`src/rtl/pipe_pkg.sv`:
```
// Shared constants and helpers for the pipe_stage_hs pipeline register family.
package pipe_pkg;

  localparam int unsigned DEFAULT_DATA_W = 32;
  localparam int unsigned DEFAULT_CNT_W  = 16;
  localparam logic [31:0] NOP_WORD       = 32'h0;

  // Saturating increment; callers widen their counter to 32 bits (CNT_W <= 32).
  function automatic logic [31:0] sat_inc(input logic [31:0] cnt, input logic [31:0] max_val);
    return (cnt >= max_val) ? cnt : cnt + 32'd1;
  endfunction

endpackage

```
`src/rtl/pipe_skid_buf.sv`:
```
// One-entry skid buffer (data + valid) with synchronous flush, used by pipe_stage_hs
// when PIPE_STAGE_SKID_EN is defined.
module pipe_skid_buf
  import pipe_pkg::*;
#(
  parameter int unsigned DATA_W = DEFAULT_DATA_W
) (
  input  logic              clk,
  input  logic              reset,
  input  logic              flush,
  input  logic              load,
  input  logic [DATA_W-1:0] load_data,
  input  logic              pop,
  output logic              valid,
  output logic [DATA_W-1:0] data
);

  logic              valid_q, valid_d;
  logic [DATA_W-1:0] data_q, data_d;

  always_comb begin
    valid_d = valid_q;
    data_d  = data_q;
    if (flush) begin
      valid_d = 1'b0;
    end else if (load) begin
      valid_d = 1'b1;
      data_d  = load_data;
    end else if (pop) begin
      valid_d = 1'b0;
    end
  end

  always_ff @(posedge clk or negedge reset) begin
    if (!reset) begin
      valid_q <= 1'b0;
      data_q  <= '0;
    end else begin
      valid_q <= valid_d;
      data_q  <= data_d;
    end
  end

  assign valid = valid_q;
  assign data  = data_q;

endmodule

```
`src/rtl/pipe_stage_hs.sv`:
```
// Pipeline stage register with valid/ready handshake, flush and saturating stall counter.
// Define PIPE_STAGE_SKID_EN to add a skid entry and register in_ready.
module pipe_stage_hs
  import pipe_pkg::*;
#(
  parameter int unsigned       DATA_W    = DEFAULT_DATA_W,
  parameter logic [DATA_W-1:0] RESET_VAL = DATA_W'(NOP_WORD),
  parameter int unsigned       CNT_W     = DEFAULT_CNT_W
) (
  input  logic              clk,
  input  logic              reset,
  input  logic              flush,
  input  logic              in_valid,
  output logic              in_ready,
  input  logic [DATA_W-1:0] in_data,
  output logic              out_valid,
  input  logic              out_ready,
  output logic [DATA_W-1:0] out_data,
  output logic [CNT_W-1:0]  stall_cnt
);

  localparam logic [CNT_W-1:0] CntMax = '1;

  logic              main_valid_q, main_valid_d;
  logic [DATA_W-1:0] main_data_q, main_data_d;
  logic [CNT_W-1:0]  stall_cnt_q, stall_cnt_d;
  logic              skid_valid;
  logic [DATA_W-1:0] skid_data;
  logic              in_fire;

  assign in_fire = in_valid && in_ready;

`ifdef PIPE_STAGE_SKID_EN
  logic skid_load;
  logic skid_pop;

  // A beat accepted while main is stalled parks in the skid; skid is only ever
  // full while main is full, so out_ready alone is enough to pop it.
  assign skid_load = in_fire && main_valid_q && !out_ready;
  assign skid_pop  = skid_valid && out_ready;
  assign in_ready  = !skid_valid;

  pipe_skid_buf #(
    .DATA_W (DATA_W)
  ) u_skid (
    .clk       (clk),
    .reset     (reset),
    .flush     (flush),
    .load      (skid_load),
    .load_data (in_data),
    .pop       (skid_pop),
    .valid     (skid_valid),
    .data      (skid_data)
  );
`else
  assign skid_valid = 1'b0;
  assign skid_data  = RESET_VAL;
  assign in_ready   = !main_valid_q || out_ready;
`endif

  always_comb begin
    main_valid_d = main_valid_q;
    main_data_d  = main_data_q;
    if (flush) begin
      main_valid_d = 1'b0;
      main_data_d  = RESET_VAL;
    end else if (!main_valid_q || out_ready) begin
      // Main is free this edge; older skid beat has priority over the incoming one.
      if (skid_valid) begin
        main_valid_d = 1'b1;
        main_data_d  = skid_data;
      end else if (in_fire) begin
        main_valid_d = 1'b1;
        main_data_d  = in_data;
      end else begin
        main_valid_d = 1'b0;
      end
    end
  end

  always_comb begin
    stall_cnt_d = stall_cnt_q;
    if (main_valid_q && !out_ready) begin
      stall_cnt_d = CNT_W'(sat_inc(32'(stall_cnt_q), 32'(CntMax)));
    end
  end

  always_ff @(posedge clk or negedge reset) begin
    if (!reset) begin
      main_valid_q <= 1'b0;
      main_data_q  <= RESET_VAL;
      stall_cnt_q  <= '0;
    end else begin
      main_valid_q <= main_valid_d;
      main_data_q  <= main_data_d;
      stall_cnt_q  <= stall_cnt_d;
    end
  end

  assign out_valid = main_valid_q;
  assign out_data  = main_data_q;
  assign stall_cnt = stall_cnt_q;

endmodule

```
`config.mk`:
```
export PLATFORM = sky130hd
export DESIGN_NAME = pipe_stage_hs
export DESIGN_NICKNAME = d
export VERILOG_FILES = /design/src/rtl/pipe_pkg.sv /design/src/rtl/pipe_skid_buf.sv /design/src/rtl/pipe_stage_hs.sv
export SDC_FILE = /design/constraint.sdc
export NUM_CORES = 1
export LEC_CHECK = 0
export BUFFER_PORTS_ARGS = -buffer_cell sky130_fd_sc_hd__buf_2
export CAP_MARGIN = 20
export CORE_ASPECT_RATIO = 0.7
export CORE_MARGIN = 3
export CORE_UTILIZATION = 35
export DETAILED_ROUTE_END_ITERATION = 12
export PLACE_DENSITY = 0.67
export SYNTH_ARGS = -nofsm -noshare
export SYNTH_HDL_FRONTEND = slang
export SYNTH_SLANG_ARGS = --single-unit
```
`constraint.sdc`:
```
create_clock -name clk -period 2.1 [get_ports clk]
set_clock_uncertainty 0.1 [all_clocks]
set_input_delay 0.105 -clock clk [delete_from_list [all_inputs] [get_ports clk]]
set_output_delay 0.105 -clock clk [all_outputs]
set_load 0.05 [all_outputs]
```
# After elaboration in Yosys (flattened, before gate mapping)
# Index checks and enable logic that the tools add are counted.
# op_classes
addsub,1
n_lt_le_gt_ge,1
mux,6
bitwise,1
reduce_logical,9
# ops
operator,n
$mux 32,3
$add 16x1->16 const B,1
$ge 16x16->1 const B,1
$reduce_and 2->1,2
$reduce_bool 2->1,2
$mux 1,3
$logic_and 1x1->1,2
$logic_not 1->1,2
$logic_or 1x1->1,1
$not 1->1,1
# word_totals
regBits,49
input_bits,37
out_inout_bits,50
word_cells,21

# Depth between registers and ports, before layout
# logic_depth
ltp_word,6
depth_mapped,6
mapped_depth_nobuf,5

# Worst setup path after synthesis
# Ideal clock, no wire load.
# synth_timing
path_kind,register to register
start,"reg stall_cnt_q[0], in the netlist stall_cnt[0]"
end,"reg stall_cnt_q[10], in the netlist stall_cnt[10]"
setup_time_ns,0.143
arrival_ns,1.823
required_time_ns,1.857
slack_ns,0.035
stages_incl_launch_ff,6
path_buffers,0
synth_period_minus_slack_ns,2.065
path_cell_list,dfrtp_1 -> ha_1 -> nand4b_1 -> a311oi_1 -> nand4_1 -> xnor2_1
# synth_between
elab_chain_cells,3
# synth_rtl
item,line,rtl
from (decl),pipe_stage_hs.sv:26,"logic [CNT_W-1:0] stall_cnt_q, stall_cnt_d;"
from (signal assigned),pipe_stage_hs.sv:96,stall_cnt_q <= stall_cnt_d;
$ge 16x16->1,pipe_pkg.sv:10,return (cnt >= max_val) ? cnt : cnt + 32'd1;
$not 1->1 (no line),n/a,
$reduce_and 2->1 (no line),n/a,
# Parallel ways exist; a longest one is shown, timed or not.
# A chain may end at the register's enable or synchronous reset.

# Worst setup path in the final report
# Ends and elaborated chain as after synthesis.

==> flow_summary.toml <==
[clock_network]
cts.sinks = 49
insertion_delay_ns = 0.29
numCtsBuffers = 5
clk_pin_slew_worst_paths_ns = 0.09
h-tree-depth = 2
cts_tree = "done"
ctsLongestPathBuffers = 2
clockRootBuffer = "clkbuf_8"

[global_routing]
grt_pass1_wl_um = 8810
grt_use_met3_pct = 5.53
grt_pass1_vias = 1792
grt_overflow = 0
grt_use_met2_pct = 25.7
grtUsageMet1_pct = 23.1
grt_util_all_layers_pct = 16.8
grt_max_degree = 33
grt.busiest_layer = "met2"
antenna_found_initial = 0

[floorplanning]
fp.dieW_um = 96.4
ios = 87
die_area_um2 = 6670
die_h_um = 69.3
initial_core_util_pct = 37.3
rows = 22
core-area_um2 = 5370

[placed_design]
hpwlAfterDp_um = 3360
place_ws_ns = 0.331
portBuffers = 86
globalplace.congestion = 0.808
placedCellCount = 302

[power]
power_uw = 2320
power_per_cell_area_nw_per_um2 = 779
peakVddDrop_uv = 296
power_leakage_uw = 0.00159

[status]
status = "finished, final reports clean"

[synth]
syn_nets = 184
syn_area_um2 = 2000
syn_avg_cell_area_um2 = 13.7
synth_most_common_cell = "dfrtp_1"
yosysTopAreaCell = "dfrtp_1"
synthMuxAreaShare_pct = 0.563
synthTopCellsByCount = "49 x dfrtp_1, 32 x a22o_1, 10 x xor2_1"
synth_cell_types = 30
synth_warnings = 0
syn_inst = 146
synth_ff_type = "dfrtp_1"
synth_top_family_by_area = "compound AO/OA/AOI/OAI gates"
synth_compound_area_share_pct = 17.6
synth_seq_cells = 49
synth-xor-area-share_pct = 6.13
synth-edff-count = 0
yosysSeqAreaShare_pct = 61.3
synth_top_area_share_pct = 61.3
yosys.area_share.simple_pct = 12.3
yosys.area_share.adder_pct = 0.625
async_flop_share_pct = 100
ys_top_cells_by_area = "dfrtp_1 61%, a22o_1 14%, xor2_1 4.4%"

[min_path]
hold_depth = 5
hp-start = "out_ready"
hold_path_class = "in -> reg"

[final_layout]
final_util_pct = 55.5
seq_area_um2 = 1230
diodes = 0
nets = 310
nFillCells = 462
layoutNonFillerInstCount = 345
multiInputGateArea_um2 = 751
layout-area-overhead-vs-synth_pct = 49.0
drive_gt1_share_pct = 39.9

[worst_setup_path]
rrSetupSlack_ns = 0.32
cp_data_arrival_time_ns = 1.86
crit_type = "reg -> reg"
start_kind = "flop"
r2r-start = "stall_cnt[0]"
worst_setup_path_end_kind = "flop"
path_max_fanout = 4
r2r-end = "stall_cnt[10]"
crit_path_start = "stall_cnt[0]"
crit_end = "stall_cnt[10]"
crit_required_ns = 2.18
reg2reg_depth = 5

[detailed_routing]
avgViaCountPerCell = 5.02
first_iter_violations = 52
wl_per_cell_um = 15.3
vias = 1731
first_pass_iters = 4
wl_um = 5270
drc_errors = 0
antenna_left = 0

[sta]
tightest_slew_ns = 0.614
finalSetupViolCount = 0
drv_slew = 0
hold_viol = 0
relSlewSlack_pct = 59.1
fmax_ghz = 0.561
setup_ws_ns = 0.316
finalSetupTns_ns = 0
rsz0062_at_grt = "no"
fin_crit_sh_pct = 85.0
post-route-min-period_ns = 1.78

[job]
drv_cap = 0
worst max-delay path, cell delays in order, from the launching register on:
cell	delay [ns]
dfrtp_1	0.43
ha_1	0.24
nand4b_1	0.14
a311oi_1	0.44
nand4_1	0.18
xnor2_1	0.15
cell families (layout without fill, tap and decap cells):
group | count (synthesis) | count (layout)
flops | 49 | 49
simple gates | 34 | 34
xor+xnor | 14 | 14
compound gates | 39 | 39
buf+inv | 8 | 135
mux | 1 | 1
fa+ha+maj | 1 | 1
layer usage:
metal	share of wire, %	vias to the layer above	wire length (um)
met2	46	63	2440
met1	46	863	2450
met5	0	-	0
met4	0.82	0	43
met3	6.5	5	340
li1	-	800	-
per-stage QoR:
step,hold slack (ns),instance area (um^2)
2_1_floorplan,-0.291,2000
3_3_place_gp,0.0598,2550
3_5_place_dp,0.0645,2550
4_1_cts,0.183,2980
5_1_grt,0.241,2980
6_report,0.191,2980
state kept, by name, indices dropped and copies added (netlist names):
name	cells
out_data	32
stall_cnt	16
out_valid	1
cell usage in the layout (no fill, tap or decap), types with 2 or more instances in the layout:
master	count
xnor2_1	4
nor3_1	2
a2111oi_2	3
clkinv_2	2
buf_4	3
and4_1	2
dfrtp_1	49
nand2_1	4
nand4_1	3
clkbuf_8	5
nor2_1	7
nand4_2	2
buf_2	86
xor2_1	10
nand3_1	2
a22o_1	32
dlygate4sd3_1	35
and3_1	2
where the power goes:
group	leakage (uW)	total [uW]	internal (uW)	switching, uW
clock network	0.0000450	525	231	293
registers	0.000650	1120	1030	95.2
logic	0.000892	672	204	468
total	0.00159	2320	1460	857
timing repair:
action                                 CTS  global route
gates resized for setup                  0             0
endpoints found under the hold margin   60             0
setup buffers                            0             0
hold buffers                            35             0
how the worst min path moves through the flow:
stage | slack, ns | endpoint
after global routing | 0.24 | stall_cnt[8]
after floorplan | -0.29 | out_data[0]
after global placement | 0.06 | out_data[9]
final | 0.19 | stall_cnt[8]
after CTS | 0.18 | stall_cnt[8]
after detailed placement | 0.06 | out_data[9]
area by class of cell:
class                           count  area share, %
Sequential cell                    49           41.1
Timing Repair Buffer              125           27.6
Multi-Input combinational cell     89           25.2
Tap cell                           72           3.02
Clock buffer                        6           2.43
Clock inverter                      2          0.336
Inverter                            2          0.252
No activity file was read; power rests on OpenSTA's default activity.
